==> config.mk <==
export PLATFORM = sky130hd
export DESIGN_NAME = wb_rr_arbiter
export DESIGN_NICKNAME = d
export VERILOG_FILES = /design/src/rtl/wb_arb_pkg.sv /design/src/rtl/rr_priority_picker.sv /design/src/rtl/wb_rr_arbiter.sv
export SDC_FILE = /design/constraint.sdc
export NUM_CORES = 1
export LEC_CHECK = 0
export BUFFER_PORTS_ARGS = -buffer_cell sky130_fd_sc_hd__buf_2
export CAP_MARGIN = 20
export CORE_AREA = 2 2 111 113
export CTS_BUF_LIST = sky130_fd_sc_hd__clkbuf_16
export CTS_CLUSTER_SIZE = 24
export DETAILED_ROUTE_END_ITERATION = 10
export DIE_AREA = 0 0 113 115
export HOLD_SLACK_MARGIN = 0.12
export MAX_ROUTING_LAYER = met4
export SLEW_MARGIN = 20
export SYNTH_ARGS = -nofsm -noshare
export SYNTH_HDL_FRONTEND = slang
export SYNTH_SLANG_ARGS = --single-unit
==> constraint.sdc <==
create_clock -name i_wb_clk -period 2.46 [get_ports i_wb_clk]
set_input_delay 0 -clock i_wb_clk [delete_from_list [all_inputs] [get_ports i_wb_clk]]
set_output_delay 0 -clock i_wb_clk [all_outputs]
set_load 0.01 [all_outputs]
==> src/rtl/wb_arb_pkg.sv <==
// Shared types and sizing helpers for the Wishbone round-robin arbiter.
package wb_arb_pkg;

  typedef enum logic [1:0] {
    ARB_IDLE  = 2'd0,
    ARB_OWNED = 2'd1,
    ARB_ABORT = 2'd2
  } arb_state_e;

  // Bits needed to hold every value from 0 up to and including max_val.
  function automatic int cnt_width(input int max_val);
    return (max_val < 1) ? 1 : $clog2(max_val + 1);
  endfunction

endpackage

==> src/rtl/rr_priority_picker.sv <==
// Combinational round-robin picker: one-hot winner among req, searched
// starting one position past last_ptr and wrapping around.
module rr_priority_picker #(
  parameter int NUM_REQ = 2,
  parameter int PTR_W   = (NUM_REQ > 1) ? $clog2(NUM_REQ) : 1
) (
  input  logic [NUM_REQ-1:0] req,
  input  logic [PTR_W-1:0]   last_ptr,
  output logic [NUM_REQ-1:0] gnt
);

  // Walk the ring from last_ptr+1; the first active request wins.
  always_comb begin
    logic found;
    gnt   = '0;
    found = 1'b0;
    for (int i = 1; i <= NUM_REQ; i++) begin
      for (int j = 0; j < NUM_REQ; j++) begin
        if (!found && req[j] && (j == ((int'(last_ptr) + i) % NUM_REQ))) begin
          gnt[j] = 1'b1;
          found  = 1'b1;
        end
      end
    end
  end

endmodule

==> src/rtl/wb_rr_arbiter.sv <==
// Round-robin arbiter letting several pipelined Wishbone masters share one
// subordinate. A master keeps the bus until it drops cyc; a stuck transfer
// is aborted with err after TIMEOUT_CYCLES ack-less cycles.
//
//   state     | meaning
//   ----------+-----------------------------------------------------------
//   ARB_IDLE  | no owner; bus quiet; picks next owner when any cyc is high
//   ARB_OWNED | grant held; owner's request routed to the subordinate
//   ARB_ABORT | one cycle: bus dropped, err pulsed to the owner
module wb_rr_arbiter
  import wb_arb_pkg::*;
#(
  parameter int NUM_MASTERS         = 2,
  parameter int WB_ADDRESS_WIDTH    = 32,
  parameter int WB_DATA_WIDTH       = 32,
  parameter int WB_DATA_GRANULARITY = 8,
  parameter int WB_SEL_WIDTH        = WB_DATA_WIDTH / WB_DATA_GRANULARITY,
  parameter int MAX_OUTSTANDING     = 8,
  parameter int TIMEOUT_CYCLES      = 255
) (
  input  logic                                    i_wb_clk,
  input  logic                                    i_wb_rst,
  input  logic [NUM_MASTERS-1:0]                  i_m_cyc,
  input  logic [NUM_MASTERS-1:0]                  i_m_stb,
  input  logic [NUM_MASTERS-1:0]                  i_m_we,
  input  logic [NUM_MASTERS*WB_ADDRESS_WIDTH-1:0] i_m_addr,
  input  logic [NUM_MASTERS*WB_DATA_WIDTH-1:0]    i_m_dat,
  input  logic [NUM_MASTERS*WB_SEL_WIDTH-1:0]     i_m_sel,
  output logic [WB_DATA_WIDTH-1:0]                o_m_dat,
  output logic [NUM_MASTERS-1:0]                  o_m_ack,
  output logic [NUM_MASTERS-1:0]                  o_m_stall,
  output logic [NUM_MASTERS-1:0]                  o_m_err,
  output logic                                    o_s_cyc,
  output logic                                    o_s_stb,
  output logic                                    o_s_we,
  output logic [WB_ADDRESS_WIDTH-1:0]             o_s_addr,
  output logic [WB_DATA_WIDTH-1:0]                o_s_dat,
  output logic [WB_SEL_WIDTH-1:0]                 o_s_sel,
  input  logic [WB_DATA_WIDTH-1:0]                i_s_dat,
  input  logic                                    i_s_ack,
  input  logic                                    i_s_stall,
  output logic [NUM_MASTERS-1:0]                  o_grant
);

  localparam int IDX_W = $clog2(NUM_MASTERS);
  localparam int OUT_W = cnt_width(MAX_OUTSTANDING);
  localparam int TO_W  = cnt_width(TIMEOUT_CYCLES);
  localparam logic [OUT_W-1:0] OUT_MAX = OUT_W'(MAX_OUTSTANDING);
  localparam logic [TO_W-1:0]  TO_MAX  = TO_W'(TIMEOUT_CYCLES);

  arb_state_e             state_q, state_d;
  logic [NUM_MASTERS-1:0] grant_q, grant_d;
  logic [IDX_W-1:0]       owner_q, owner_d;
  logic [IDX_W-1:0]       last_owner_q, last_owner_d;
  logic [OUT_W-1:0]       outstanding_q, outstanding_d;
  logic [TO_W-1:0]        timeout_q, timeout_d;

  logic [NUM_MASTERS-1:0] pick;
  logic [IDX_W-1:0]       pick_idx;
  logic                   own_cyc;
  logic                   own_stb;
  logic                   limit;
  logic                   fwd_ack;
  logic                   accept;

  rr_priority_picker #(
    .NUM_REQ (NUM_MASTERS),
    .PTR_W   (IDX_W)
  ) u_picker (
    .req      (i_m_cyc),
    .last_ptr (last_owner_q),
    .gnt      (pick)
  );

  // Convert the one-hot pick into an index for the owner register.
  always_comb begin
    pick_idx = '0;
    for (int k = 0; k < NUM_MASTERS; k++) begin
      if (pick[k]) pick_idx = IDX_W'(k);
    end
  end

  // Route the owner's slice of the request bus toward the subordinate.
  always_comb begin
    own_cyc  = 1'b0;
    own_stb  = 1'b0;
    o_s_we   = 1'b0;
    o_s_addr = '0;
    o_s_dat  = '0;
    o_s_sel  = '0;
    for (int k = 0; k < NUM_MASTERS; k++) begin
      if (owner_q == IDX_W'(k)) begin
        own_cyc  = i_m_cyc[k];
        own_stb  = i_m_stb[k];
        o_s_we   = i_m_we[k];
        o_s_addr = i_m_addr[k*WB_ADDRESS_WIDTH +: WB_ADDRESS_WIDTH];
        o_s_dat  = i_m_dat[k*WB_DATA_WIDTH +: WB_DATA_WIDTH];
        o_s_sel  = i_m_sel[k*WB_SEL_WIDTH +: WB_SEL_WIDTH];
      end
    end
  end

  // Bus qualifiers and per-master responses; only the granted master sees acks.
  always_comb begin
    limit     = (outstanding_q == OUT_MAX);
    fwd_ack   = 1'b0;
    o_s_cyc   = 1'b0;
    o_s_stb   = 1'b0;
    o_m_ack   = '0;
    o_m_err   = '0;
    o_m_stall = '1;
    if (state_q == ARB_OWNED) begin
      o_s_cyc   = own_cyc;
      o_s_stb   = own_cyc & own_stb & ~limit;
      fwd_ack   = i_s_ack & (outstanding_q != '0);
      o_m_ack   = grant_q & {NUM_MASTERS{fwd_ack}};
      o_m_stall = ~grant_q | {NUM_MASTERS{i_s_stall | limit}};
    end else if (state_q == ARB_ABORT) begin
      o_m_err = grant_q;
    end
  end

  assign accept  = o_s_stb & ~i_s_stall;
  assign o_m_dat = i_s_dat;
  assign o_grant = grant_q;

  // Ownership FSM with outstanding-transfer and ack-timeout tracking.
  always_comb begin
    state_d       = state_q;
    grant_d       = grant_q;
    owner_d       = owner_q;
    last_owner_d  = last_owner_q;
    outstanding_d = outstanding_q;
    timeout_d     = '0;
    case (state_q)
      ARB_IDLE: begin
        if (|i_m_cyc) begin
          state_d = ARB_OWNED;
          grant_d = pick;
          owner_d = pick_idx;
        end
      end
      ARB_OWNED: begin
        if (!own_cyc) begin
          state_d       = ARB_IDLE;
          grant_d       = '0;
          last_owner_d  = owner_q;
          outstanding_d = '0;
        end else begin
          if (accept && !fwd_ack) outstanding_d = outstanding_q + 1'b1;
          else if (!accept && fwd_ack) outstanding_d = outstanding_q - 1'b1;
          if ((outstanding_q != '0) && !fwd_ack) timeout_d = timeout_q + 1'b1;
          if (timeout_d == TO_MAX) begin
            state_d       = ARB_ABORT;
            outstanding_d = '0;
            timeout_d     = '0;
          end
        end
      end
      ARB_ABORT: begin
        state_d       = ARB_IDLE;
        grant_d       = '0;
        last_owner_d  = owner_q;
        outstanding_d = '0;
      end
      default: begin
        state_d       = ARB_IDLE;
        grant_d       = '0;
        outstanding_d = '0;
      end
    endcase
  end

  // State registers; reset leaves master 0 first in line.
  always_ff @(posedge i_wb_clk or posedge i_wb_rst) begin
    if (i_wb_rst) begin
      state_q       <= ARB_IDLE;
      grant_q       <= '0;
      owner_q       <= '0;
      last_owner_q  <= IDX_W'(NUM_MASTERS - 1);
      outstanding_q <= '0;
      timeout_q     <= '0;
    end else begin
      state_q       <= state_d;
      grant_q       <= grant_d;
      owner_q       <= owner_d;
      last_owner_q  <= last_owner_d;
      outstanding_q <= outstanding_d;
      timeout_q     <= timeout_d;
    end
  end

endmodule
* Word-level counts from Yosys, hierarchy flattened
Index checks and enable logic that the tools add are counted.
** Storage, ports and cells
- Register bits after elaboration :: 18
- Bits in latches :: 0
- Bits in writable memories :: 0
- Memory bits (read-only) :: 0
- Bits of input ports :: 178
- Word-level logic and storage cells :: 100
- Memories :: 0
** Operators by class
- Add/sub/neg operators :: 5
- Multiply operators :: 0
- Div/mod/pow operators :: 0
- $lt $le $gt $ge :: 0
- Eq/ne operators :: 10
- Shift operators :: 0
- Muxes and demuxes :: 40
- Bitwise gates (word level) :: 13
- Reduce and logical (&&, ||, !) cells :: 26
** Operator list (number)
- zero test 32 bit :: 2
- 2-to-1 mux 32 bit :: 2
- 2-to-1 mux 8 bit :: 6
- 2-to-1 mux 4 bit :: 5
- 2-to-1 mux 2 bit :: 9
- 2-to-1 mux 1 bit :: 14
- logical AND 1 bit :: 10
- AND reduction 2 bit :: 5
- adder 8 x 1 -> 8 bit, second input constant :: 1
- == test 8 bit, second input constant :: 1
- one-hot mux 2 bit (2 select lines) :: 2
- one-hot mux 4 bit (2 select lines) :: 1
- zero test 1 bit :: 5
- != test 5 x 2 -> 1 bit, second input constant :: 1
- adder 4 x 1 -> 4 bit, second input constant :: 1
- AND 1 bit :: 4
- == test 2 bit, first input constant :: 2
- == test 4 bit, second input constant :: 1
- != test 2 bit, second input constant :: 2
- nonzero test 4 bit :: 1
- subtractor 4 x 1 -> 4 bit, second input constant :: 1
- != test 3 x 2 -> 1 bit, second input constant :: 1
- inverter 1 bit :: 3
- adder 1 bit, second input constant :: 2
- 11 further kinds :: 12

* Logic depth before layout (Yosys ltp)
Gate-level depths: netlist of the first run.
- Depth in word-level cells :: 19
- Gate-level depth with buffers :: 12
- Mapped depth without buffers :: 12

* Cells and area by module
A second synthesis of the first run with hierarchy kept.
** Second synthesis, totals
- Cell total of the unflattened synthesis :: 224
- Area, all modules :: 2213.4 um2
** Modules (own cells, without submodules)
- wb_rr_arbiter :: instances 1, cells each 221, area an instance 2194.6 um2, seq. area each 451.7 um2
- rr_priority_picker :: instances 1, cells each 3, area an instance 18.8 um2, seq. area each 0.0 um2

* Worst setup path before layout of the first run
Ideal clock, no wire load.
- Path kind :: register -> register
- Start point :: register owner_q
- End point :: register outstanding_q[3]
- Data arrival time :: 2.412 ns
- Path slack :: -0.092 ns
- Cell stages (with the launch flop) :: 13
- Cells stage by stage :: dfrtp_1 -> buf_2 -> mux2_2 -> nand2_1 -> nor4_1 -> ha_1 -> inv_1 -> ha_1 -> a21oi_1 -> a211oi_1 -> a31o_2 -> o2111ai_1 -> o311ai_2
** Between the ends
- Cells in the longest elaborated chain, start to end :: 10
- Elaborated cells between the ends (all ways) :: 15
- Classes of those cells :: eq/ne: 1; mux: 7; bitwise: 3; reduce/logical: 4
** RTL lines
- from (decl) :: line wb_rr_arbiter.sv:53 : logic [IDX_W-1:0] owner_q, owner_d;
- from (signal assigned) :: line wb_rr_arbiter.sv:186 : owner_q <= owner_d;
- 2-to-1 mux 1 bit :: line wb_rr_arbiter.sv:92 : if (owner_q == IDX_W'(k)) begin
- AND 1 bit (2 in a row) :: line wb_rr_arbiter.sv:114 : o_s_stb = own_cyc & own_stb & ~limit;
- 2-to-1 mux 1 bit :: line wb_rr_arbiter.sv:112 : if (state_q == ARB_OWNED) begin
- AND 1 bit :: line wb_rr_arbiter.sv:123 : assign accept = o_s_stb & ~i_s_stall;
- logical AND 1 bit :: line wb_rr_arbiter.sv:150 : if (accept && !fwd_ack) outstanding_d = outstanding_q + 1'b1;
- 2-to-1 mux 4 bit :: line wb_rr_arbiter.sv:150
- 2-to-1 mux 4 bit :: line wb_rr_arbiter.sv:153 : if (timeout_d == TO_MAX) begin
- 2-to-1 mux 4 bit :: line wb_rr_arbiter.sv:144 : if (!own_cyc) begin
- one-hot mux 4 bit (2 select lines) :: line wb_rr_arbiter.sv:135 : case (state_q)
- to (signal assigned) :: line wb_rr_arbiter.sv:188 : outstanding_q <= outstanding_d;
- to (decl) :: line wb_rr_arbiter.sv:55 : logic [OUT_W-1:0] outstanding_q, outstanding_d;
Parallel ways exist; a longest one is shown, timed or not.
A chain may end at the register's enable or synchronous reset.

* Worst setup path after layout of the first run
- Start point :: register outstanding_q[0]
- End point :: register outstanding_q[3]
** Between the ends
- Cells in the longest elaborated chain, start to end :: 12
- Elaborated cells between the ends (all ways) :: 26
- Classes of those cells :: add/sub: 2; eq/ne: 3; mux: 10; bitwise: 4; reduce/logical: 7
** RTL lines
- nonzero test 4 bit :: line wb_rr_arbiter.sv:115, wb_rr_arbiter.sv:152
- AND 1 bit :: line wb_rr_arbiter.sv:115 : fwd_ack = i_s_ack & (outstanding_q != '0);
- 2-to-1 mux 1 bit :: line wb_rr_arbiter.sv:112
- zero test 1 bit :: line wb_rr_arbiter.sv:150, wb_rr_arbiter.sv:152
- logical AND 1 bit :: line wb_rr_arbiter.sv:152 : if ((outstanding_q != '0) && !fwd_ack) timeout_d = timeout_q + 1'b1;
- 2-to-1 mux 8 bit :: line wb_rr_arbiter.sv:152
- 2-to-1 mux 8 bit :: line wb_rr_arbiter.sv:144
- 2-to-1 mux 8 bit :: line wb_rr_arbiter.sv:135
- == test 8 bit :: line wb_rr_arbiter.sv:153
- 2-to-1 mux 4 bit :: line wb_rr_arbiter.sv:153
- 2-to-1 mux 4 bit :: line wb_rr_arbiter.sv:144
- one-hot mux 4 bit (2 select lines) :: line wb_rr_arbiter.sv:135
Parallel ways exist; a longest one is shown, timed or not. The select of a mux whose other input is x is not followed.

==> metrics.md, run 1 <==
| Metric | Value |
|---|---|
| Failing checks | design-rule violations |
| Place WS | around 5.6 ps |
| Internal Power | around 1.7 mW |
| # DRC | 20 |
| Die Span Y | roughly 120 um |
| Root Buffer | clkbuf_16 |
| Worst Path Buf+Inv | 1 |
| Multi-input logic area | 1563 um2 |
| Final setup viols | 0 |
| Worst Setup Start Kind | flip-flop |
| Max IR drop VDD | 0.0004383 V |
| Vias in the first global route | about 2.6k |
| CTS tree | yes |
| Synth Instances | roughly 230 |
| Synth cell types | 49 |
| WL per Instance | around 19 um |
| Fmax | around 0.42 GHz |
| Htree depth | 1 |
| Hold endpoint | timeout_q[3] |
| Clock Skews | 6.901 ps |
| Final Max Tran Viols | 0 |
| CTS sink count | 18 |
| Crit path arrival time | between 2000 and 2500 ps |
| Hold Crit Class | input port to flip-flop |
| Vias | 2671 |
| Buffers on Ports | around 220 |
| Fillers | ~1.2k |
| Worst path required time | between 2000 and 3000 ps |
| Non-filler instance count after layout | 611 |
| Reg-to-Reg Start | outstanding_q[0] |
| Pin count of the biggest net entering global routing | between 70 and 80 |
| Synth Warn # | 0 |
| Hold Crit Start | i_s_ack |
| Sw Ratio | 0.4616 |
| FF+latch area | 454.2 um2 |
| Post-layout min period | roughly 2400 ps |
| Initial antenna violation count | 1 |
| First-pass GRT wire length | ~16000 um |
| Final Hold Fails | 0 |
| PD cells | roughly 830 nW/um2 |
| Crit path kind | flip-flop to flip-flop |
| Crit path max fanout | 4 |
| Reg2reg path depth | 10 |
| Cell row count | 40 |
| Placed cell count | about 570 |
| Post-route ant nets | 0 |
| PnR worst setup slack | roughly 94 ps |
| R2R setup slack | 90 ps |
| Mapped Nets | approximately 410 |
| Switch Pwr | 1.495 mW |
| First-pass iteration count of the detailed router | 7 |
| Max-Cap Viols | 0 |
| Post-detail-place hpwl | between 9000 and 10000 um |
| Clock slew at reported path FFs | around 60 ps |
| FFs w/ async S/R, synth | 1.000 |
| Final period utilization | 0.9617 |
| Commonest cells after routing, fill and taps aside | buf_2 (222), mux2_2 (70), dlygate4sd3_1 (36), dfrtp_1 (15), nor2_1 (13) |
| Core footprint | about 12000 um2 |
| Sequential-to-total area share from yosys stat | 0.2033 |
| Hold Path Depth | 5 |
| Utilization after layout | 0.3291 |
| Vias per std cell | 4.372 |
| Num CTS Buffers | 3 |
| Congestion Overflow GR | 0 |
| Status | finished, violations left |
| DIE WIDTH | between 100 and 150 um |
| EDFF count, synth | 0 |
| Bufs on Longest Clock Path | 2 |
| Relative slew slack | 0.4327 |
| IO Pins | roughly 290 |
| Leak Pwr | between 1.5 and 2 nW |
| Clock power frac | 0.102 |
| Final WL | between 10000 and 15000 um |
| R2R Path End | outstanding_q[3] |
| Hold Worst Slack | approximately 280 ps |
| Die Footprint | 13000 um2 |
| Initial core utilization | 0.1881 |
| Synthesized area | 2222 um2 |
| Area Overhead vs Synth | 74.94% |
| Crit path cell chain | nor4_4 > nor4_4 > ha_2 > inv_4 > ha_4 > a21oi_2 > a211oi_2 > a31o_2 > o2111ai_2 > o311ai_2 |
| Worst Setup End Kind | flip-flop |
| GP Congestion | 0.8317 |
| Slowest CP cell | dfrtp_1 |
| Gate family responsible for the most delay along the worst path | compound AO/OA/AOI/OAI gates |
| CP max stage delay | ~470 ps |
| Comb power frac | 0.753 |
| Layout cell share with drive strength beyond 1 | 0.7300 |
| Main synth FF type | dfrtp_1 |
| Commonest non-fill, non-tap cell in the layout | buf_2 |
| Most frequent CP cell | nor4_4 |
| Final setup TNS | 0 ps |
| # nets final | 647 |
| Sequential power share | 0.145 |
| Clock latency at the later pin of the worst-skew pair | around 250 ps |
| Tot GR Track Use | 0.1684 |
| Slew @ Worst Pin | approximately 850 ps |
| Initial drt markers | 112 |
| Mean post-synth cell area | about 9.7 um2 |
| Synth Register Bits | 18 |
-- synth_stat cells (2+ instances only) --
| library cell | instances | share of area |
|---|---|---|
| a21oi_1 | 3 | 0.0068 |
| ha_1 | 4 | 0.023 |
| a32o_1 | 2 | 0.0090 |
| o31ai_1 | 3 | 0.010 |
| dfrtp_1 | 17 | 0.19 |
| nor4_1 | 3 | 0.0084 |
| nand2_1 | 13 | 0.022 |
| a21o_1 | 2 | 0.0068 |
| and2_1 | 4 | 0.011 |
| inv_1 | 8 | 0.014 |
| mux2_2 | 70 | 0.35 |
| nand4_1 | 2 | 0.0056 |
| xor2_1 | 6 | 0.024 |
| nor2b_1 | 2 | 0.0056 |
| nor2_1 | 13 | 0.022 |
| buf_1 | 7 | 0.012 |
| nand3_1 | 4 | 0.0090 |
| buf_4 | 32 | 0.11 |
| o32ai_1 | 2 | 0.0079 |
| nor3_1 | 2 | 0.0045 |
-- timing repair --
action	in CTS	in global routing
pin swaps	0	7
resized for setup	2	14
endpoints found under the hold margin	53	0
hold buffers	36	0
endpoints found under the setup margin	1	1
setup buffers	0	2
-- final cells by class --
cell class / instances / area share
repair buffers: 271 / 0.4036
multi-input cells: 161 / 0.4020
flip-flops and latches: 18 / 0.1168
well taps: 147 / 0.04731
clock buffers: 3 / 0.01931
inverters: 9 / 0.009334
clock inverters: 1 / 0.0009656
diodes: 1 / 0.0006437
-- logic make-up (layout without fill, tap and decap cells) --
family,count (synthesis),after routing,share of synthesized area
mux,72,72,0.3643
simple gates,53,53,0.1419
buf+inv,49,284,0.1374
compound gates,24,24,0.09404
flops,18,18,0.2033
xor+xnor,7,7,0.02759
fa+ha+maj,5,5,0.03153
other cells,0,1,0
-- power by group through the flow --
stage | sequential, mW | combinational [mW] | clock [mW]
6_report | 0.471 | 2.44 | 0.329
5_1_grt | 0.481 | 2.65 | 0.347
3_3_place_gp | 0.447 | 2.27 | 0
4_1_cts | 0.452 | 2.39 | 0.335
3_5_place_dp | 0.450 | 2.29 | 0
2_1_floorplan | 0.439 | 1.41 | 0
-- through the flow --
step           instance area [um2]  power [mW]
6_report                      3887       3.239
5_1_grt                       3887       3.476
4_1_cts                       3811       3.172
3_5_place_dp                  3359       2.736
3_3_place_gp                  3359       2.718
2_1_floorplan                 2250       1.850
-- flip-flops by register name (all words and copies together), names as in the netlist --
signal,flops
last_owner_q,1
outstanding_q,4
timeout_q,8
owner_q,1
o_grant,2
state_q,2
-- per-layer routing --
layer,vias up,global-route usage,share of wire
li1,1264,-,-
met1,1258,0.2032,0.40
met2,143,0.2611,0.45
met3,6,0.08856,0.14
met4,0,0.01463,0.0058
met5,-,-,0
-- tightest hold or removal path: stages --
cell and delay, ps:
buf_2 90, nand2_1 60, buf_4 150, nand4_4 130, nor2_1 60
-- how the worst max path moves through the flow --
| stage | startpoint | end | slack [ps] | cells after the start |
|---|---|---|---|---|
| 6_report | outstanding_q[0] | outstanding_q[3] | 90 | 10 |
| 5_1_grt | outstanding_q[0] | outstanding_q[3] | -50 | 10 |
| 4_1_cts | owner_q | outstanding_q[3] | 9 | 11 |
| 3_5_place_dp | outstanding_q[3] | outstanding_q[3] | 6 | 12 |
| 3_3_place_gp | outstanding_q[0] | outstanding_q[3] | 60 | 11 |
| 2_1_floorplan | owner_q | outstanding_q[3] | 60 | 12 |
Power figures use the tool's default switching activity.
==> run 2, diff against run 1 <==
--- a/config.mk
+++ b/config.mk
@@ -14,6 +14,7 @@
 export DIE_AREA = 0 0 113 115
 export HOLD_SLACK_MARGIN = 0.12
 export MAX_ROUTING_LAYER = met4
+export REMOVE_ABC_BUFFERS = 1
 export SLEW_MARGIN = 20
 export SYNTH_ARGS = -nofsm -noshare
 export SYNTH_HDL_FRONTEND = slang
==> metrics.md, run 2 (synthesis gave the netlist of run 1 again) <==
| Metric | Value |
|---|---|
| Vias per std cell | between 4 and 5 |
| Crit path max fanout | 6 |
| Initial antenna violation count | 6 |
| RSZ-0062 raised after global routing | yes |
| Crit path arrival time | roughly 2500 ps |
| Layout cell share with drive strength beyond 1 | 0.7350 |
| Sequential power share | 0.129 |
| Hold Path Depth | 5 |
| Leak Pwr | approximately 1.9 nW |
| Switch Pwr | about 1.7 mW |
| # nets final | 652 |
| Clock latency at the later pin of the worst-skew pair | ~250 ps |
| Hold Worst Slack | slightly above 300 ps |
| Crit path kind | input port to flip-flop |
| PnR worst setup slack | 60.86 ps |
| Vias | 2869 |
| Pin count of the biggest net entering global routing | 72 |
| Final setup TNS | 0 ps |
| Worst Setup Start Kind | input port |
| Status | finished, violations left |
| Reg with most FFs | timeout_q |
| Max-Cap Viols | 0 |
| Max IR drop VDD | 0.0003549 V |
| Area Overhead vs Synth | 76.75% |
| Tot GR Track Use | 0.2767 |
| Worst path required time | about 2600 ps |
| IO Pins | between 200 and 300 |
| Post-route ant nets | 0 |
| Die Footprint | 13000 um2 |
| Buffers on Ports | ~220 |
| Htree depth | 1 |
| Failing checks | design-rule violations |
| Commonest non-fill, non-tap cell in the layout | buf_2 |
| Internal Power | 1.770 mW |
| Core footprint | 11810 um2 |
| Clock slew at reported path FFs | approximately 50 ps |
| Post-detail-place hpwl | roughly 16000 um |
| Initial core utilization | 0.1881 |
| Hold Crit Start | i_s_ack |
| Hold endpoint | outstanding_q[2] |
| Finished Cell Area | 3928 um2 |
| Comb power frac | 0.775 |
| First-pass iteration count of the detailed router | 8 |
| Clock power frac | 0.096 |
| Final Max Tran Viols | 0 |
| First-pass GRT wire length | approximately 24000 um |
| PD cells | 889.6 nW/um2 |
| DIE WIDTH | 113 um |
| # DRC | 40 |
| Clock Skews | between 1.5 and 2 ps |
| Max FFs per register | 8 |
| Hold Crit Class | input port to flip-flop |
| Reg-to-Reg Start | owner_q |
| Final period utilization | 0.9753 |
| Place WS | -40.91 ps |
| Cell row count | 40 |
| Utilization after layout | 0.3325 |
| Slew @ Worst Pin | approximately 850 ps |
| Initial drt markers | 220 |
| Congestion Overflow GR | 0 |
| GP Congestion | roughly 1.0 |
| Bufs on Longest Clock Path | 2 |
| Worst Setup End Kind | flip-flop |
| Fmax | 0.4168 GHz |
| Root Buffer | clkbuf_16 |
| R2R setup slack | 70 ps |
| WL per Instance | just under 30 um |
| Post-layout min period | roughly 2400 ps |
| Dpl cell area | roughly 3300 um2 |
| Die Span Y | roughly 120 um |
| CTS tree | yes |
| Commonest cells after routing, fill and taps aside | buf_2 (223), mux2_2 (70), dlygate4sd3_1 (36), buf_4 (17), dfrtp_1 (15) |
| Final Hold Fails | 0 |
| CTS sink count | 18 |
| Num CTS Buffers | 3 |
| R2R Path End | outstanding_q[3] |
| Sw Ratio | 0.4934 |
| Relative slew slack | 0.4356 |
| Final WL | approximately 18000 um |
| Final setup viols | 0 |
| Reg2reg path depth | 11 |
| Vias in the first global route | a little over 3k |
| Largest regs | timeout_q: 8 flops, outstanding_q: 4 flops |
==> run 2: power by group through the flow <==
| stage | sequential (mW) | combinational (mW) | clock (mW) |
|---|---|---|---|
| floorplan | 0.591 | 1.17 | 0 |
| global placement | 0.436 | 2.45 | 0 |
| detailed placement | 0.439 | 2.46 | 0 |
| CTS | 0.440 | 2.60 | 0.338 |
| global route | 0.463 | 2.86 | 0.358 |
| finish | 0.451 | 2.71 | 0.334 |
==> run 2: what timing repair did <==
| item | CTS | global route |
|---|---|---|
| hold buffers | 36 | 0 |
| resized for setup | 4 | 15 |
| endpoints found under the setup margin | 1 | 1 |
| hold endpoints to repair | 53 | 0 |
| buffers inserted | 1 | 3 |
| pin swaps | 1 | 8 |
==> run 2: area by class of cell <==
type	instances	area [um2]
clock inverter	1	3.754
clock buffer	3	75.07
sequential	18	454.2
timing repair buffer	276	1604
multi-input combinational	161	1550
fill	1268	7884
antenna	8	20.02
tap	147	183.9
inverter	9	36.28
==> run 2: metal layers <==
metal  global-route usage  share of wire  up-vias
li1                     -              -     1282
met1               0.3866           0.45     1366
met2               0.4188           0.43      207
met3              0.06062           0.11       14
met4              0.04146         0.0087        0
met5                    -              0        -
==> run 2: through the flow <==
| step | power [mW] | std cells |
|---|---|---|
| finish | 3.494 | 623 |
| global route | 3.680 | 619 |
| CTS | 3.376 | 612 |
| detailed placement | 2.898 | 571 |
| global placement | 2.888 | 571 |
| floorplan | 1.764 | 188 |
==> run 2: worst max path at each step <==
stage	from	to	slack [ps]	depth (start not counted)
after floorplan	owner_q	outstanding_q[3]	-1520	11
after global placement	owner_q	outstanding_q[3]	30	11
after detailed placement	outstanding_q[3]	outstanding_q[3]	-40	11
after CTS	i_m_cyc[0]	outstanding_q[3]	1	13
after global routing	state_q[0]	outstanding_q[3]	-120	12
final	i_m_cyc[0]	outstanding_q[3]	60	13
==> run 2: critical path: stages <==
cell and delay, ps:
dlygate4sd3_1 540, buf_2 170, mux2_2 170, nand2_2 60
nor4_2 290, ha_2 270, inv_4 60, ha_4 230
a21oi_2 170, a211oi_2 80, a31o_2 250, o2111ai_2 90
o311ai_2 130
==> run 3, diff against run 2 <==
--- a/config.mk
+++ b/config.mk
@@ -7,15 +7,15 @@
 export LEC_CHECK = 0
 export BUFFER_PORTS_ARGS = -buffer_cell sky130_fd_sc_hd__buf_2
 export CAP_MARGIN = 20
-export CORE_AREA = 2 2 111 113
+export CORE_AREA = 4 4 110 112
 export CTS_BUF_LIST = sky130_fd_sc_hd__clkbuf_16
 export CTS_CLUSTER_SIZE = 24
 export DETAILED_ROUTE_END_ITERATION = 10
-export DIE_AREA = 0 0 113 115
+export DIE_AREA = 0 0 114 116
 export HOLD_SLACK_MARGIN = 0.12
 export MAX_ROUTING_LAYER = met4
-export REMOVE_ABC_BUFFERS = 1
 export SLEW_MARGIN = 20
 export SYNTH_ARGS = -nofsm -noshare
 export SYNTH_HDL_FRONTEND = slang
 export SYNTH_SLANG_ARGS = --single-unit
+export TNS_END_PERCENT = 5
==> metrics.md, run 3 (synthesis gave the netlist of run 1 again) <==
| Metric | Value |
|---|---|
| Num CTS Buffers | 3 |
| Die Span Y | between 100 and 150 um |
| Root Buffer | clkbuf_16 |
| Final period utilization | 0.9715 |
| Max-Cap Viols | 0 |
| Switch Pwr | around 1.5 mW |
| Post-layout min period | about 2400 ps |
| Crit path kind | flip-flop to flip-flop |
| Pin count of the biggest net entering global routing | 72 |
| Max FFs per register | 8 |
| Placed cell count | 562 |
| Worst path required time | about 2600 ps |
| Initial drt markers | 214 |
| First-pass GRT wire length | roughly 16000 um |
| IO Pins | 289 |
| Vias | 2711 |
| Worst Setup Start Kind | flip-flop |
| # DRC | 0 |
| GP Congestion | between 0.9 and 1 |
| First-pass iteration count of the detailed router | 4 |
| Crit path arrival time | 2520 ps |
| DIE WIDTH | roughly 110 um |
| Final setup viols | 0 |
| Sequential power share | 0.146 |
| Non-filler instance count after layout | around 600 |
| Congestion Overflow GR | 0 |
| Largest regs | timeout_q: 8 flops, outstanding_q: 4 flops |
| Commonest cells after routing, fill and taps aside | buf_2 (224), mux2_2 (70), dlygate4sd3_1 (36), nor2_1 (13), dfrtp_1 (13) |
| Max IR drop VDD | 0.0003533 V |
| Tot GR Track Use | 0.1646 |
| Slew @ Worst Pin | approximately 860 ps |
| Fmax | roughly 0.42 GHz |
| # nets final | ~650 |
| Clock latency at the later pin of the worst-skew pair | 250 ps |
| Clock power frac | 0.102 |
| Final Max Tran Viols | 0 |
| Post-route ant nets | 0 |
| Core footprint | 11220 um2 |
| Commonest non-fill, non-tap cell in the layout | buf_2 |
| Final Hold Fails | 0 |
| CTS sink count | 18 |
| Buffers on Ports | 224 |
| Layout cell share with drive strength beyond 1 | 0.7349 |
| Initial core utilization | 0.1980 |
| Worst Setup End Kind | flip-flop |
| Relative slew slack | 0.4299 |
| CP max stage delay | a little over 400 ps |
| Die Footprint | roughly 13000 um2 |
| Comb power frac | 0.752 |
| Vias in the first global route | roughly 2.8k |
| Crit path max fanout | 3 |
| Sw Ratio | 0.4581 |
| Crit path cell chain | mux2_2 > nand2_2 > nor4_4 > ha_2 > inv_4 > ha_4 > a21oi_4 > a211oi_2 > a31o_2 > o311ai_2 |
| Status | complete, no violations |
| Area Overhead vs Synth | 75.23% |
| Initial antenna violation count | 1 |
| Vias per std cell | between 4 and 5 |
| Reg with most FFs | timeout_q |
| Bufs on Longest Clock Path | 2 |
| WL per Instance | a little under 20 um |
| Cell row count | 39 |
| Internal Power | 1.759 mW |
| Slowest CP cell | dfrtp_2 |
| Clock slew at reported path FFs | around 60 ps |
| PD cells | between 800 and 900 nW/um2 |
| Leak Pwr | approximately 1.9 nW |
| CTS tree | yes |
| Post-detail-place hpwl | between 9000 and 10000 um |
| Htree depth | 1 |
| Final WL | 11900 um |
| PnR worst setup slack | between 70 and 80 ps |
| Utilization after layout | 0.3469 |
| Clock Skews | roughly 2 ps |
| Place WS | -17.64 ps |
| Hold Crit Class | input port to flip-flop |
run 3: layout make-up:
type / count / area (um2)
Antenna cell: 1 / 2.502
Inverter: 9 / 36.28
Fill cell: 1128 / 7330
Clock buffer: 3 / 75.07
Clock inverter: 1 / 3.754
Tap cell: 143 / 178.9
Timing Repair Buffer: 272 / 1572
Multi-Input combinational cell: 161 / 1569
Sequential cell: 18 / 456.7
run 3: metrics by stage:
| stage | total power [mW] | TNS [ps] | instance area, um2 | hold WS [ps] |
|---|---|---|---|---|
| 2_1_floorplan | 1.850 | 0 | 2250 | -62.16 |
| 3_3_place_gp | 2.644 | 0 | 3332 | 0.06862 |
| 3_5_place_dp | 2.681 | -17.64 | 3332 | 0.06862 |
| 4_1_cts | 3.111 | 0 | 3781 | 277.5 |
| 5_1_grt | 3.472 | -71.17 | 3894 | 322.4 |
| 6_report | 3.247 | 0 | 3894 | 277.2 |
run 3: critical path, delay by kind of cell, from the launching register on:
| kind | cells | cell delay [ps] |
|---|---|---|
| AO/OA/AOI/OAI | 4 | 750 |
| multiplexers | 1 | 230 |
| buffers and inverters | 1 | 60 |
| adder cells (fa/ha/maj) | 2 | 530 |
| AND/OR/NAND/NOR | 2 | 300 |
| flip-flops | 1 | 410 |
run 3: path summary, 6_finish.rpt:
check	slack, ps	cells past startpoint	start	endpoint
min in group asynchronous	420	3	i_wb_rst	timeout_q[7]
setup reg to reg	70	10	owner_q	outstanding_q[3]
hold / removal	280	5	i_s_ack	outstanding_q[2]
hold reg to reg	550	2	timeout_q[7]	timeout_q[7]
max in group asynchronous	1530	3	i_wb_rst	outstanding_q[2]
setup / recovery	70	10	owner_q	outstanding_q[3]
run 3: routing by layer:
layer	wire length (um)	global-route usage
met5	0	-
met4	182	0.03325
met3	1214	0.03864
met2	6013	0.2814
met1	4492	0.1985
run 3: timing repair:
action	4_1_cts	5_1_grt
setup buffers	1	5
resized for setup	1	16
hold endpoints to repair	53	0
pin swaps	1	5
endpoints found under the setup margin	1	1
hold buffers	36	0
run 3: power groups by stage:
stage	Sequential [mW]	Combinational (mW)	Clock, mW
6_report	0.474	2.44	0.330
4_1_cts	0.457	2.32	0.338
5_1_grt	0.484	2.62	0.365
2_1_floorplan	0.439	1.41	0
3_3_place_gp	0.458	2.19	0
3_5_place_dp	0.461	2.22	0
